<file path="config.mk">
export PLATFORM = sky130hd
export DESIGN_NAME = max7219_seq
export DESIGN_NICKNAME = d
export VERILOG_FILES = /design/src/rtl/max7219_seq.sv
export SDC_FILE = /design/constraint.sdc
export NUM_CORES = 1
export LEC_CHECK = 0
export CORE_MARGIN = 3
export CORE_UTILIZATION = 31
export CTS_CLUSTER_DIAMETER = 50
export DETAILED_ROUTE_END_ITERATION = 10
export GPL_TIMING_DRIVEN = 0
export PLACE_DENSITY = 0.52
export RECOVER_POWER = 100
export SETUP_SLACK_MARGIN = 0.5
export SYNTH_ARGS = -nofsm -noshare
export SYNTH_HDL_FRONTEND = slang
export SYNTH_SLANG_ARGS = --single-unit
</file>
<file path="constraint.sdc">
create_clock -name i_clk -period 3.76 [get_ports i_clk]
set_clock_uncertainty 0.2 [all_clocks]
set_input_delay 0.752 -clock i_clk [delete_from_list [all_inputs] [get_ports i_clk]]
set_output_delay 0.752 -clock i_clk [all_outputs]
set_load 0.05 [all_outputs]
</file>
<file path="src/rtl/max7219_seq.sv">
// max7219_seq
// Command sequencer in front of the max7219 serial driver.
// After reset it runs the MAX7219 power-up configuration. It then rewrites
// the digit registers from a parallel display image on request, and rewrites
// the intensity register whenever the intensity input changes.
//
// Parameters:
//   NUM_DIGITS   digits refreshed (1-8); scan-limit is written with NUM_DIGITS-1
//   DECODE_MODE  value written to the decode-mode register (0x9)
// Ports:
//   i_clk        system clock, shared with max7219
//   i_reset_n    asynchronous active-low reset
//   i_en         sequencer enable; low parks the FSM after the current transfer
//   i_update     single-cycle request for a full digit refresh
//   i_digits     display image, byte k goes to digit register k+1
//   i_intensity  intensity value for register 0xA
//   o_stb        one-cycle transfer strobe to the driver
//   o_addr       register address to the driver
//   o_data       register data to the driver
//   i_drv_busy   driver busy flag
//   i_drv_ack    driver end-of-frame acknowledge
//   o_init_done  high once the configuration sequence has completed
//   o_busy       high while a job is in progress
module max7219_seq #(
  parameter int          NUM_DIGITS  = 8,
  parameter logic [7:0]  DECODE_MODE = 8'hFF
) (
  input  logic                    i_clk,
  input  logic                    i_reset_n,
  input  logic                    i_en,
  input  logic                    i_update,
  input  logic [8*NUM_DIGITS-1:0] i_digits,
  input  logic [3:0]              i_intensity,
  output logic                    o_stb,
  output logic [3:0]              o_addr,
  output logic [7:0]              o_data,
  input  logic                    i_drv_busy,
  input  logic                    i_drv_ack,
  output logic                    o_init_done,
  output logic                    o_busy
);

  typedef enum logic [2:0] {
    S_IDLE,
    S_INIT_REQ,
    S_SEND,
    S_WAIT,
    S_NEXT
  } state_t;

  typedef enum logic [1:0] {
    JOB_CONFIG,
    JOB_REFRESH,
    JOB_INTENS
  } job_t;

  localparam logic [2:0] LAST_CFG   = 3'd5;
  localparam logic [2:0] LAST_DIGIT = 3'(NUM_DIGITS - 1);
  localparam logic [4:0] ACK_LIMIT  = 5'd31;

  state_t                        r_state;
  job_t                          r_job;
  logic [2:0]                    r_idx;
  logic [NUM_DIGITS-1:0][7:0]    r_snap;
  logic                          r_stb;
  logic [3:0]                    r_addr;
  logic [7:0]                    r_data;
  logic                          r_init_done;
  logic                          r_busy;
  logic                          r_pend_upd;
  logic                          r_pend_int;
  logic [3:0]                    r_last_int;
  logic [4:0]                    r_wait_cnt;

  state_t                        w_state_nxt;
  job_t                          w_job_nxt;
  logic [2:0]                    w_idx_nxt;
  logic                          w_snap_load;
  logic                          w_upd_take;
  logic                          w_init_set;
  logic                          w_issue;
  logic                          w_int_write;
  logic                          w_int_req;
  logic                          w_upd_req;
  logic [NUM_DIGITS-1:0][7:0]    w_snap_nxt;
  logic [3:0]                    w_cmd_addr;
  logic [7:0]                    w_cmd_data;

  // A changed intensity only counts as a job once the device is configured;
  // before that the configuration list writes it anyway.
  assign w_int_req = r_pend_int | (r_init_done & (i_intensity != r_last_int));
  assign w_upd_req = r_pend_upd | i_update;

  // Next-state logic. Job selection happens both from IDLE and at the end of
  // a job in NEXT, so back-to-back jobs keep the 20-cycle command spacing.
  always_comb begin
    w_state_nxt = r_state;
    w_job_nxt   = r_job;
    w_idx_nxt   = r_idx;
    w_snap_load = 1'b0;
    w_upd_take  = 1'b0;
    w_init_set  = 1'b0;
    unique case (r_state)
      S_IDLE: begin
        if (i_en) begin
          if (!r_init_done) begin
            w_state_nxt = S_INIT_REQ;
          end else if (w_int_req) begin
            w_job_nxt   = JOB_INTENS;
            w_idx_nxt   = 3'd0;
            w_state_nxt = S_SEND;
          end else if (w_upd_req) begin
            w_job_nxt   = JOB_REFRESH;
            w_idx_nxt   = 3'd0;
            w_snap_load = 1'b1;
            w_upd_take  = 1'b1;
            w_state_nxt = S_SEND;
          end
        end
      end
      S_INIT_REQ: begin
        if (i_en) begin
          w_job_nxt   = JOB_CONFIG;
          w_idx_nxt   = 3'd0;
          w_state_nxt = S_SEND;
        end
      end
      S_SEND: begin
        // A strobe already issued always completes; an unissued command is
        // abandoned when the sequencer is disabled.
        if (r_stb) begin
          w_state_nxt = S_WAIT;
        end else if (!i_en) begin
          w_state_nxt = S_IDLE;
        end
      end
      S_WAIT: begin
        if (i_drv_ack) begin
          w_state_nxt = S_NEXT;
        end else if (r_wait_cnt == ACK_LIMIT) begin
          w_state_nxt = S_SEND;
        end
      end
      S_NEXT: begin
        if (!i_en) begin
          w_state_nxt = S_IDLE;
        end else if ((r_job == JOB_CONFIG && r_idx != LAST_CFG) ||
                     (r_job == JOB_REFRESH && r_idx != LAST_DIGIT)) begin
          w_idx_nxt   = r_idx + 3'd1;
          w_state_nxt = S_SEND;
        end else if (r_job == JOB_CONFIG) begin
          w_init_set  = 1'b1;
          w_job_nxt   = JOB_REFRESH;
          w_idx_nxt   = 3'd0;
          w_snap_load = 1'b1;
          w_upd_take  = 1'b1;
          w_state_nxt = S_SEND;
        end else if (w_int_req) begin
          w_job_nxt   = JOB_INTENS;
          w_idx_nxt   = 3'd0;
          w_state_nxt = S_SEND;
        end else if (w_upd_req) begin
          w_job_nxt   = JOB_REFRESH;
          w_idx_nxt   = 3'd0;
          w_snap_load = 1'b1;
          w_upd_take  = 1'b1;
          w_state_nxt = S_SEND;
        end else begin
          w_state_nxt = S_IDLE;
        end
      end
      default: w_state_nxt = S_IDLE;
    endcase
  end

  // The strobe is issued on the same edge that enters (or stays in) SEND,
  // which is what gives a one-cycle latency from an update seen in IDLE.
  assign w_issue     = (w_state_nxt == S_SEND) && i_en && !i_drv_busy;
  assign w_snap_nxt  = w_snap_load ? i_digits : r_snap;
  assign w_int_write = w_issue && (w_cmd_addr == 4'hA);

  // Command lookup for the command about to be issued. The snapshot is
  // bypassed on the edge it is loaded so the first digit sees the new image.
  always_comb begin
    w_cmd_addr = 4'hC;
    w_cmd_data = 8'h01;
    unique case (w_job_nxt)
      JOB_CONFIG: begin
        unique case (w_idx_nxt)
          3'd0:    begin w_cmd_addr = 4'hC; w_cmd_data = 8'h00; end
          3'd1:    begin w_cmd_addr = 4'hF; w_cmd_data = 8'h00; end
          3'd2:    begin w_cmd_addr = 4'h9; w_cmd_data = DECODE_MODE; end
          3'd3:    begin w_cmd_addr = 4'hB; w_cmd_data = 8'(NUM_DIGITS - 1); end
          3'd4:    begin w_cmd_addr = 4'hA; w_cmd_data = {4'h0, i_intensity}; end
          default: begin w_cmd_addr = 4'hC; w_cmd_data = 8'h01; end
        endcase
      end
      JOB_REFRESH: begin
        w_cmd_addr = 4'(w_idx_nxt) + 4'd1;
        w_cmd_data = w_snap_nxt[w_idx_nxt];
      end
      default: begin
        w_cmd_addr = 4'hA;
        w_cmd_data = {4'h0, i_intensity};
      end
    endcase
  end

  // State, job bookkeeping and registered outputs.
  always_ff @(posedge i_clk or negedge i_reset_n) begin
    if (!i_reset_n) begin
      r_state     <= S_INIT_REQ;
      r_job       <= JOB_CONFIG;
      r_idx       <= 3'd0;
      r_snap      <= '0;
      r_stb       <= 1'b0;
      r_addr      <= 4'h0;
      r_data      <= 8'h00;
      r_init_done <= 1'b0;
      r_busy      <= 1'b0;
      r_pend_upd  <= 1'b0;
      r_pend_int  <= 1'b0;
      r_last_int  <= 4'h0;
      r_wait_cnt  <= 5'd0;
    end else begin
      r_state <= w_state_nxt;
      r_job   <= w_job_nxt;
      r_idx   <= w_idx_nxt;
      if (w_snap_load) begin
        r_snap <= i_digits;
      end
      r_stb <= w_issue;
      if (w_issue) begin
        r_addr <= w_cmd_addr;
        r_data <= w_cmd_data;
      end
      r_wait_cnt <= (r_state == S_WAIT) ? r_wait_cnt + 5'd1 : 5'd0;
      r_busy     <= (w_state_nxt == S_SEND) || (w_state_nxt == S_WAIT) ||
                    (w_state_nxt == S_NEXT);
      // Disabling forces a full reconfiguration on the next enable.
      if (!i_en) begin
        r_init_done <= 1'b0;
      end else if (w_init_set) begin
        r_init_done <= 1'b1;
      end
      // Starting a refresh consumes every request seen so far, including
      // one arriving on that very edge.
      if (w_upd_take) begin
        r_pend_upd <= 1'b0;
      end else if (i_update) begin
        r_pend_upd <= 1'b1;
      end
      if (w_int_write) begin
        r_pend_int <= 1'b0;
        r_last_int <= i_intensity;
      end else if (r_init_done && (i_intensity != r_last_int)) begin
        r_pend_int <= 1'b1;
      end
    end
  end

  assign o_stb       = r_stb;
  assign o_addr      = r_addr;
  assign o_data      = r_data;
  assign o_init_done = r_init_done;
  assign o_busy      = r_busy;

endmodule

</file>
[Word-level counts from Yosys, hierarchy flattened]
Index checks and enable logic that the tools add are counted.
Storage, ports and cells
  flip-flop bits (word level): 98
  input bits: 74
Operators by class
  add/subtract/negate cells: 3
  $lt $le $gt $ge: 1
  equal/unequal tests: 19
  muxes and demuxes: 59
  bitwise operators: 3
  reduce and logical (&&, ||, !) cells: 17
Operators with widths (number)
  $mux W64: 1
  $mux W3: 17
  $pmux W8 S4: 1
  $mux W2: 13
  $bmux W8 S3: 1
  $eq A3 B2 Y1 const B: 6
  $mux W1: 17
  $pmux W8 S2: 1
  $pmux W3 S5: 1
  $pmux W3 S4: 1
  $eq A3 B3 Y1 const B: 3
  $pmux W3 S3: 1
  $mux W8: 1
  $pmux W4 S2: 1
  $eq A3 B1 Y1 const B: 2
  $logic_and A1 B1 Y1: 6
  $logic_not A3 Y1: 2
  $ne A3 B3 Y1 const B: 2
  $pmux W2 S3: 1
  $add A5 B1 Y5 const B: 1
  $eq A5 B5 Y1 const B: 1
  $mux W5: 1
  $add A3 B1 Y4 const B: 1
  $eq A2 B1 Y1 const B: 2
  13 further kinds: 18

[Longest topological paths before layout]
Gate-level depths: netlist (run 1).
  depth in word-level cells: 14
  gate-level depth with buffers: 17

[Worst setup path after synthesis (run 1)]
OpenSTA, ideal clock, no wires.
  kind: input -> register
  start point: in i_update
  end point: reg r_last_int[0]
  data arrival time: 3.769 ns
  required time: 3.435 ns
  slack: -0.334 ns
  cell stages on the path: 15
  cells stage by stage: or3_4 -> a2111oi_4 -> a21oi_2 -> nand2_1 -> a21o_2 -> buf_2 -> buf_2 -> ha_1 -> nor2_1 -> nor3_1 -> o32a_1 -> nand3_1 -> or3_1 -> buf_6 -> mux2_4
Between the ends
  cells in the longest elaborated chain, start to end: 12
  elaborated cells between the ends (all ways): 41
  those cells by class: add/sub: 1; eq/ne: 7; mux: 28; bitwise: 1; reduce/logical: 4
Ends and longest elaborated chain
  start, declared: RTL line 31  | input logic i_update,
  $or A1 B1 Y1 (*): RTL line 92  | assign w_upd_req = r_pend_upd | i_update;
  $mux W3 (*): RTL line 112, 162
  $mux W3 (*): RTL line 158  | end else if (w_int_req) begin
  $mux W3: RTL line 151  | end else if (r_job == JOB_CONFIG) begin
  $mux W3: RTL line 147  | end else if ((r_job == JOB_CONFIG && r_idx != LAST_CFG) ||
  $mux W3: RTL line 145  | if (!i_en) begin
  $pmux W3 S3 (*): RTL line 103  | unique case (r_state)
  named net w_idx_nxt[1]: RTL line 77  | logic [2:0] w_idx_nxt;
  $eq A3 B3 Y1, or another cell as far along: RTL line 189  | unique case (w_idx_nxt)
  $pmux W3 S4: RTL line 189
  $pmux W4 S2 (*): RTL line 187  | unique case (w_job_nxt)
  $eq A4 B4 Y1 (*): RTL line 180  | assign w_int_write = w_issue && (w_cmd_addr == 4'hA);
  $logic_and A1 B1 Y1 (*): RTL line 180
  end signal, assigned: RTL line 255  | r_last_int <= i_intensity;
  end, declared: RTL line 72  | logic [3:0] r_last_int;
The timed path passes the listed nets; every way through them passes the cells marked *.
A chain may end at the register's enable or synchronous reset.

[Final worst setup path (run 1)]
  start point: reg r_idx[0]
  end point: reg r_last_int[1]
Between the ends
  cells in the longest elaborated chain, start to end: 11
  elaborated cells between the ends (all ways): 35
  those cells by class: add/sub: 2; eq/ne: 9; mux: 17; reduce/logical: 7
Ends and longest elaborated chain
  start, declared: RTL line 63  | logic [2:0] r_idx;
  start signal, assigned: RTL line 228  | r_idx <= w_idx_nxt;
  branches (longest 3 deep; another with $add A3 B1 Y3)
  $mux W3 (*): RTL line 147
  $mux W3 (*): RTL line 145
  $pmux W3 S3 (*): RTL line 103
  named net w_idx_nxt[1]: RTL line 77
  $eq A3 B3 Y1, or another cell as far along: RTL line 189
  $pmux W3 S4: RTL line 189
  $pmux W4 S2 (*): RTL line 187
  $eq A4 B4 Y1 (*): RTL line 180
  $logic_and A1 B1 Y1 (*): RTL line 180
Mark *: on every way through the listed nets, which the timed path passes.

==> impl_metrics.sql, run 1 <==
INSERT INTO impl_metrics (metric_group, metric, value, unit) VALUES
('run_status', 'outcome', 'finished with violations', ''),
('run_status', 'violations_in_the_final_reports', 'max-capacitance violations, max-slew violations', ''),
('floorplanning', 'floorplan.rows', '46', ''),
('floorplanning', 'die_height', '134', 'um'),
('yosys', 'register_area_share_after_synthesis', '0.486', ''),
('yosys', 'postSynthNetCount', '511', ''),
('place', 'portBuffers', '88', ''),
('timing', 'tns', '0', 'ns'),
('pwr', 'ir_worst_vdd', '263', 'uV'),
('timing', 'final-max-slew-violation-count', '36', ''),
('pwr', 'power_frac_clock', '0.207', ''),
('routing', 'via_per_instance_ratio', '4.94', ''),
('yosys', 'yosys_warnings', '0', ''),
('job', 'max-cap-violations', '1', ''),
('clocking', 'ctsRootBufferMaster', 'sky130_fd_sc_hd__clkbuf_16', ''),
('timing', 'unrepaired_setup_endpoints_after_global_routing', 'yes', ''),
('min_path', 'worstHoldPathType', 'register to register', ''),
('yosys', 'synth_top_cells_by_area', 'sky130_fd_sc_hd__dfrtp_1, sky130_fd_sc_hd__mux2_2, sky130_fd_sc_hd__mux2_1, sky130_fd_sc_hd__nor2_1, sky130_fd_sc_hd__mux2i_1', ''),
('clocking', 'cts_tree', 'yes', ''),
('cells_and_area', 'drive_gt1_frac', '0.357', ''),
('yosys', 'async_set_reset_flop_share_out_of_synthesis', '1.00', ''),
('setup_path', 'worst-setup-path-type', 'register to register', ''),
('cells_and_area', 'final_area', '0.00749', 'mm^2'),
('clocking', 'cts_hold_buffers', '0', ''),
('timing', 'achievable_frequency', '266', 'MHz'),
('place', 'gp_routability_congestion', '0.865', ''),
('pwr', 'power.total', '4.59', 'mW'),
('setup_path', 'timing.critical_path.max_delay_family', 'compound AO/OA/AOI/OAI gates', ''),
('yosys', 'netlist_instances', '427', ''),
('timing', 'tightest_pin_transition', '1.88', 'ns'),
('global_routing', 'grt_start_max_net_pins', '65', ''),
('routing', 'routed-via-count', '3891', ''),
('clocking', 'clock_sink_count', '98', ''),
('routing', 'wirelength', '14500', 'um'),
('routing', 'dr.first_iter.drc_count', '166', ''),
('yosys', 'synth_ff_type', 'sky130_fd_sc_hd__dfrtp_1', ''),
('setup_path', 'crit_path_top_delay_cell', 'sky130_fd_sc_hd__or3_4', ''),
('setup_path', 'cp_num_buf_inv', '3', ''),
('global_routing', 'globalRouteTotalUtil', '0.172', ''),
('clocking', 'insertion_delay', '0.35', 'ns'),
('floorplanning', 'num_io_pins', '89', ''),
('routing', 'post_drt_wl_per_cell', '18.4', 'um'),
('setup_path', 'crit_fanout', '6', ''),
('pwr', 'switching_power', '1.64', 'mW'),
('yosys', 'ys_ff_latch', '98', ''),
('global_routing', 'wire_length_of_the_first_global_routing_pass', '23800', 'um'),
('setup_path', 'timing.critical_path.cells', 'ha_2 -> ha_4 -> a21oi_4 -> a2111oi_4 -> a21oi_2 -> nand2_2 -> a21o_4 -> buf_12 -> buf_12 -> ha_4 -> o31ai_4 -> nor2_2 -> a21oi_2 -> nor3_2 -> or3_4 -> buf_6 -> mux2_4', ''),
('setup_path', 'worst_setup_start_kind', 'register', ''),
('clocking', 'clock_pin_slew_worst_setup_and_hold_paths', '0.07', 'ns'),
('yosys', 'synth.lib_cells_used.distinct', '72', ''),
('yosys', 'synth_edf_count', '0', ''),
('cells_and_area', 'final_core_utilization', '0.472', ''),
('yosys', 'ranking_of_synthesized_cells_by_instance_count', 'sky130_fd_sc_hd__dfrtp_1, sky130_fd_sc_hd__mux2_2, sky130_fd_sc_hd__nor2_1', ''),
('clocking', 'clock_tree.buffer_depth', '2', ''),
('setup_path', 'critical_path_arrival', '3.79', 'ns'),
('pwr', 'seq_power_share', '0.349', ''),
('global_routing', 'gr-total-overflow', '0', ''),
('cells_and_area', 'layout-area-overhead-vs-synth', '48.5', '%'),
('cells_and_area', 'nets', '651', ''),
('timing', 'worst_slew_margin_rel', '-0.257', ''),
('timing', 'postLayoutSetupSlackWorst', '0.00748', 'ns'),
('pwr', 'power_switching_share', '0.358', ''),
('yosys', 'syn_avg_cell_area', '11.8', 'um^2'),
('yosys', 'synth_top_cell_by_area', 'sky130_fd_sc_hd__dfrtp_1', ''),
('clocking', 'h-tree-depth', '3', ''),
('setup_path', 'biggest_cell_delay_along_the_critical_path', '0.40', 'ns'),
('timing', 'min_period_over_period', '0.998', ''),
('place', 'post-place-ws', '-1.17', 'ns'),
('place', 'place_inst', '732', ''),
('setup_path', 'timing.critical_path.to_type', 'register', ''),
('routing', 'post-route-drc-count', '0', '');
## area by class of cell
| class | count | area, um^2 |
|---|---|---|
| Buffer | 20 | 243 |
| Inverter | 10 | 57.6 |
| Clock buffer | 11 | 243 |
| Timing Repair Buffer | 129 | 1300 |
| Fill cell | 1475 | 8390 |
| Clock inverter | 5 | 61.3 |
| Sequential cell | 98 | 2450 |
| Multi-Input combinational cell | 299 | 2860 |
| Tap cell | 216 | 270 |
## power by group through the flow
stage / Combinational, mW / Sequential, mW / Clock (mW)
after floorplan: 0.961 / 1.79 / 0
after CTS: 1.96 / 1.61 / 0.988
final: 2.04 / 1.60 / 0.951
after global routing: 2.21 / 1.65 / 1.02
after global placement: 1.67 / 1.60 / 0
after detailed placement: 1.70 / 1.61 / 0
## timing repair
action                     CTS  global route
gates cloned                 3             0
buffers inserted            28             9
pin swaps                   39            23
setup endpoints to repair   82            17
gates resized for setup    126            28
hold endpoints to repair     0             0
## state kept, by name, indices dropped and copies added (netlist names)
register and cells:
r_snap 64, o_data 8, r_wait_cnt 5, o_addr 4, r_last_int 4, r_idx 3
r_state 3, r_job 2, o_busy 1, o_init_done 1, o_stb 1, r_pend_int 1
r_pend_upd 1
## worst paths after layout
path                       slack (ns)                         to  depth (start not counted)                    start
max                             0.007  r_last_int[1]$_DFFE_PN0P_                         17       r_idx[0]$_DFF_PN0_
min                              0.26    r_wait_cnt[0]$_DFF_PN0_                          1  r_wait_cnt[0]$_DFF_PN0_
max reg2reg                     0.007  r_last_int[1]$_DFFE_PN0P_                         17       r_idx[0]$_DFF_PN0_
min reg2reg                      0.26    r_wait_cnt[0]$_DFF_PN0_                          1  r_wait_cnt[0]$_DFF_PN0_
max in group asynchronous        0.78       r_snap[34]$_DFF_PN0_                          2                i_reset_n
min in group asynchronous        0.71       r_state[2]$_DFF_PN0_                          1                i_reset_n
## cell usage in the layout (no fill, tap or decap), drive strengths merged, types with 2 or more instances in the layout
cell	Yosys	layout
nand2b	3	3
clkinv	0	3
clkdlybuf4s50	0	81
mux2	70	70
o22ai	2	2
a21oi	18	18
dfrtp	97	97
nand3	6	6
o21ai	14	14
and2	5	5
inv	10	11
ha	10	10
xor2	5	5
o211ai	5	5
or2	6	6
nor3b	2	2
nand2	23	23
mux4	6	6
o211a	2	2
nor2	40	40
a21o	3	3
a2111oi	2	2
o32ai	3	3
or3	3	3
a211oi	3	3
nor3	12	12
o22a	4	4
a21boi	2	2
clkdlybuf4s15	0	2
a31oi	6	6
o31ai	5	5
nor4	2	2
buf	15	58
mux2i	14	14
nand4bb	2	2
clkbuf	5	18
o21a	2	2
## metal layers
metal | GRT usage | up-vias | part of all wire
li1 | - | 1834 | -
met1 | 0.223 | 1961 | 0.44
met2 | 0.290 | 79 | 0.50
met3 | 0.0412 | 17 | 0.044
met4 | 0.0411 | 0 | 0.016
met5 | 0 | - | 0
## cells by family (layout without fill, tap and decap cells)
family / Yosys count / in the layout / synth area share
multiplexers: 90 / 90 / 0.214
AND/OR/NAND/NOR: 112 / 112 / 0.112
AO/OA/AOI/OAI: 81 / 81 / 0.125
adder cells (fa/ha/maj): 10 / 10 / 0.0248
XOR/XNOR: 6 / 6 / 0.0104
flip-flops: 98 / 98 / 0.486
buffers and inverters: 30 / 175 / 0.0280
## worst reg2reg max path: cells and delay by family, from the launching register on
| kind | cells | cell delay, ns |
|---|---|---|
| adders and majority gates | 3 | 0.54 |
| muxes | 1 | 0.29 |
| DFF | 1 | 0.39 |
| AOI/OAI and AO/OA | 6 | 1.18 |
| and+or+nand+nor | 4 | 0.62 |
| buffers and inverters | 3 | 0.41 |
(Power assumes the default switching activity.)
==> inputs of run 2 (changes only) <==
Settings changed: CORE_MARGIN 3 to 5, CTS_CLUSTER_SIZE from default to 16.
==> run 2 against run 1 <==
  * The run still ends with max-capacitance violations, max-slew violations left
  * Fmax grew 0.40%
  * Setup slack improved by 0.015 ns
  * Core utilization decreased by 0.40 points
  * Critical path depth did not move
  * Critical endpoint unchanged
  * Largest cell class unchanged
  * Largest power group unchanged
==> impl_metrics.sql, run 2 (same netlist as run 1, synthesis figures left out) <==
INSERT INTO impl_metrics (metric_group, metric, value, unit) VALUES
('cells_and_area', 'area.sequential', '0.00245', 'mm^2'),
('setup_path', 'regToRegEndpoint', 'r_last_int[1]$_DFFE_PN0P_', ''),
('setup_path', 'crit_path_top_delay_cell', 'sky130_fd_sc_hd__dfrtp_1', ''),
('floorplanning', 'floorplan.initialDensity', '0.316', ''),
('cells_and_area', 'layout-area-overhead-vs-synth', '47.8', '%'),
('routing', 'wirelength', '14700', 'um'),
('setup_path', 'crit_fanout', '5', ''),
('min_path', 'min_delay_worst_endpoint', 'r_wait_cnt[0]$_DFF_PN0_', ''),
('cells_and_area', 'largest_reg_flops', '64', ''),
('floorplanning', 'die_width', '138', 'um'),
('floorplanning', 'core', '0.0159', 'mm^2'),
('pwr', 'power.total', '4.65', 'mW'),
('place', 'place_inst', '732', ''),
('timing', 'final.min_clock_period', '3.74', 'ns'),
('floorplanning', 'die_height', '138', 'um'),
('routing', 'drtAntennaViolNets', '0', ''),
('clocking', 'ctsRootBufferMaster', 'sky130_fd_sc_hd__clkbuf_16', ''),
('routing', 'post-route-drc-count', '0', ''),
('run_status', 'outcome', 'finished with violations', ''),
('place', 'hpwl', '9980', 'um'),
('global_routing', 'wire_length_of_the_first_global_routing_pass', '23200', 'um'),
('clocking', 'clock_pin_slew_worst_setup_and_hold_paths', '0.07', 'ns'),
('setup_path', 'cp_num_buf_inv', '3', ''),
('place', 'gp_routability_congestion', '0.825', ''),
('pwr', 'power_per_cell_area', '624', 'mW/mm^2'),
('setup_path', 'critical_path_arrival', '3.78', 'ns'),
('setup_path', 'biggest_cell_delay_along_the_critical_path', '0.39', 'ns'),
('timing', 'unrepaired_setup_endpoints_after_global_routing', 'yes', ''),
('clocking', 'cts_hold_buffers', '0', ''),
('run_status', 'violations_in_the_final_reports', 'max-capacitance violations, max-slew violations', ''),
('global_routing', 'via_count_of_the_first_global_routing_pass', '4320', ''),
('setup_path', 'worst_r2r_src', 'r_idx[1]$_DFF_PN0_', ''),
('cells_and_area', 'finish.cell_count_without_fillers', '789', ''),
('timing', 'final-max-slew-violation-count', '37', ''),
('timing', 'timing_hold_violations_final', '0', ''),
('setup_path', 'crit_required', '3.80', 'ns'),
('place', 'portBuffers', '88', ''),
('timing', 'achievable_frequency', '268', 'MHz'),
('job', 'max-cap-violations', '1', ''),
('setup_path', 'ff2ff_setup_slack', '0.02', 'ns'),
('timing', 'tightest_pin_transition', '1.97', 'ns'),
('floorplanning', 'num_io_pins', '89', ''),
('cells_and_area', 'layout_common_cells', 'sky130_fd_sc_hd__dfrtp_1, sky130_fd_sc_hd__clkdlybuf4s50_1, sky130_fd_sc_hd__mux2_2', ''),
('floorplanning', 'dieArea', '0.0189', 'mm^2'),
('routing', 'via_per_instance_ratio', '5.04', ''),
('timing', 'setup_viol', '0', ''),
('clocking', 'clock_tree.buffer_depth', '2', ''),
('clocking', 'insertion_delay', '0.35', 'ns'),
('min_path', 'worst_hold_startpoint', 'r_wait_cnt[0]$_DFF_PN0_', ''),
('timing', 'worst_slew_margin_rel', '-0.314', ''),
('setup_path', 'timing.critical_path.max_delay_family', 'compound AO/OA/AOI/OAI gates', ''),
('clocking', 'cts_tree', 'yes', ''),
('min_path', 'worstHoldPathType', 'register to register', ''),
('routing', 'dr.first_iter.drc_count', '192', ''),
('routing', 'drt_pre_antenna_iters', '4', ''),
('cells_and_area', 'nets', '652', ''),
('cells_and_area', 'drive_gt1_frac', '0.368', ''),
('cells_and_area', 'top_register', 'r_snap', ''),
('global_routing', 'gr-total-overflow', '0', ''),
('floorplanning', 'floorplan.rows', '46', ''),
('setup_path', 'timing.critical_path.cells', 'ha_2 -> ha_4 -> a21oi_4 -> a2111oi_4 -> a21oi_2 -> nand2_2 -> a21o_4 -> buf_12 -> buf_12 -> ha_4 -> o31ai_4 -> nor2_2 -> a21oi_2 -> nor3_2 -> or3_4 -> buf_6 -> mux2_4', ''),
('cells_and_area', 'antenna-diode-count', '0', ''),
('cells_and_area', 'layout_commonest_cell', 'sky130_fd_sc_hd__dfrtp_1', ''),
('clocking', 'cts-buffers-inserted', '9', ''),
('global_routing', 'globalRouteTotalUtil', '0.160', ''),
('clocking', 'h-tree-depth', '3', ''),
('timing', 'min_period_over_period', '0.994', ''),
('cells_and_area', 'fill_cells', '1439', ''),
('setup_path', 'timing.reg2reg.worst_path_depth', '17', ''),
('clocking', 'clock_sink_count', '98', ''),
('global_routing', 'grt_start_max_net_pins', '64', ''),
('setup_path', 'worst_setup_start_kind', 'register', ''),
('routing', 'routed-via-count', '3973', ''),
('cells_and_area', 'multi_input_area', '0.00290', 'mm^2'),
('pwr', 'leakagePower', '3.14', 'nW'),
('min_path', 'hold_depth', '1', ''),
('setup_path', 'timing.critical_path.to_type', 'register', ''),
('routing', 'post_drt_wl_per_cell', '18.6', 'um'),
('pwr', 'ir_worst_vdd', '272', 'uV'),
('global_routing', 'grt_antenna_before_repair', '0', ''),
('setup_path', 'worst-setup-path-type', 'register to register', '');
==> run 2: cell count changes in the layout (fill, tap and decap cells not counted), moves of 2 or more <==
cell,before,now
sky130_fd_sc_hd__inv_8,0,2
sky130_fd_sc_hd__nand2_2,2,4
sky130_fd_sc_hd__inv_6,3,1
sky130_fd_sc_hd__mux2_2,39,41
sky130_fd_sc_hd__clkinvlp_4,0,2
sky130_fd_sc_hd__buf_4,30,34
==> run 2: metrics by stage <==
step           TNS [ns]  hold slack [ns]   util  area, um^2  worst slack [ns]
6_report              0            0.273  0.468        7450            0.0226
5_1_grt          -0.528            0.290  0.468        7450            -0.114
4_1_cts               0            0.169  0.458        7300            0.0989
3_5_place_dp     -21.13            0.261  0.394        6280             -1.05
3_3_place_gp    -217.78            0.242  0.392        6250             -2.03
2_1_floorplan         0            0.229      -        5100            0.0689
==> run 2: power breakdown <==
part	leakage [nW]	internal, mW	switching [mW]	total (mW)
registers	1.27	1.43	0.177	1.61
logic	1.73	1.00	1.09	2.09
clock network	0.141	0.525	0.433	0.957
total	3.14	2.96	1.70	4.65
==> run 2: final cells by class <==
| class | count | area share |
|---|---|---|
| inverters | 10 | 0.00671 |
| well taps | 216 | 0.0363 |
| clock buffers | 10 | 0.0307 |
| flip-flops and latches | 98 | 0.329 |
| repair buffers | 130 | 0.168 |
| clock inverters | 6 | 0.00990 |
| multi-input cells | 299 | 0.389 |
| plain buffers | 20 | 0.0305 |
==> run 2: repair_timing <==
action                                  in CTS  in global routing
setup buffers                               37                  3
endpoints found under the setup margin      82                 17
pin swaps                                   36                 11
gates resized for setup                    113                 44
gates cloned                                 1                  0
==> run 2: worst max-delay path by stage <==
stage,from,to,slack (ns),depth (start not counted)
5_1_grt,i_en,r_last_int[1]$_DFFE_PN0P_,-0.11,15
2_1_floorplan,i_update,r_last_int[0]$_DFFE_PN0P_,0.07,15
3_5_place_dp,i_intensity[3],r_last_int[0]$_DFFE_PN0P_,-1.05,16
4_1_cts,r_idx[1]$_DFF_PN0_,r_last_int[1]$_DFFE_PN0P_,0.1,17
3_3_place_gp,i_reset_n,r_snap[24]$_DFF_PN0_,-2.03,1
6_report,r_idx[1]$_DFF_PN0_,r_last_int[1]$_DFFE_PN0P_,0.02,17
==> run 2: metal layers <==
metal  routed length, um  track usage  vias up
met4                 275       0.0565        0
li1                    -            -     1844
met3                 710       0.0398       20
met5                   0            0        -
met2                7280        0.263      102
met1                6400        0.204     2007
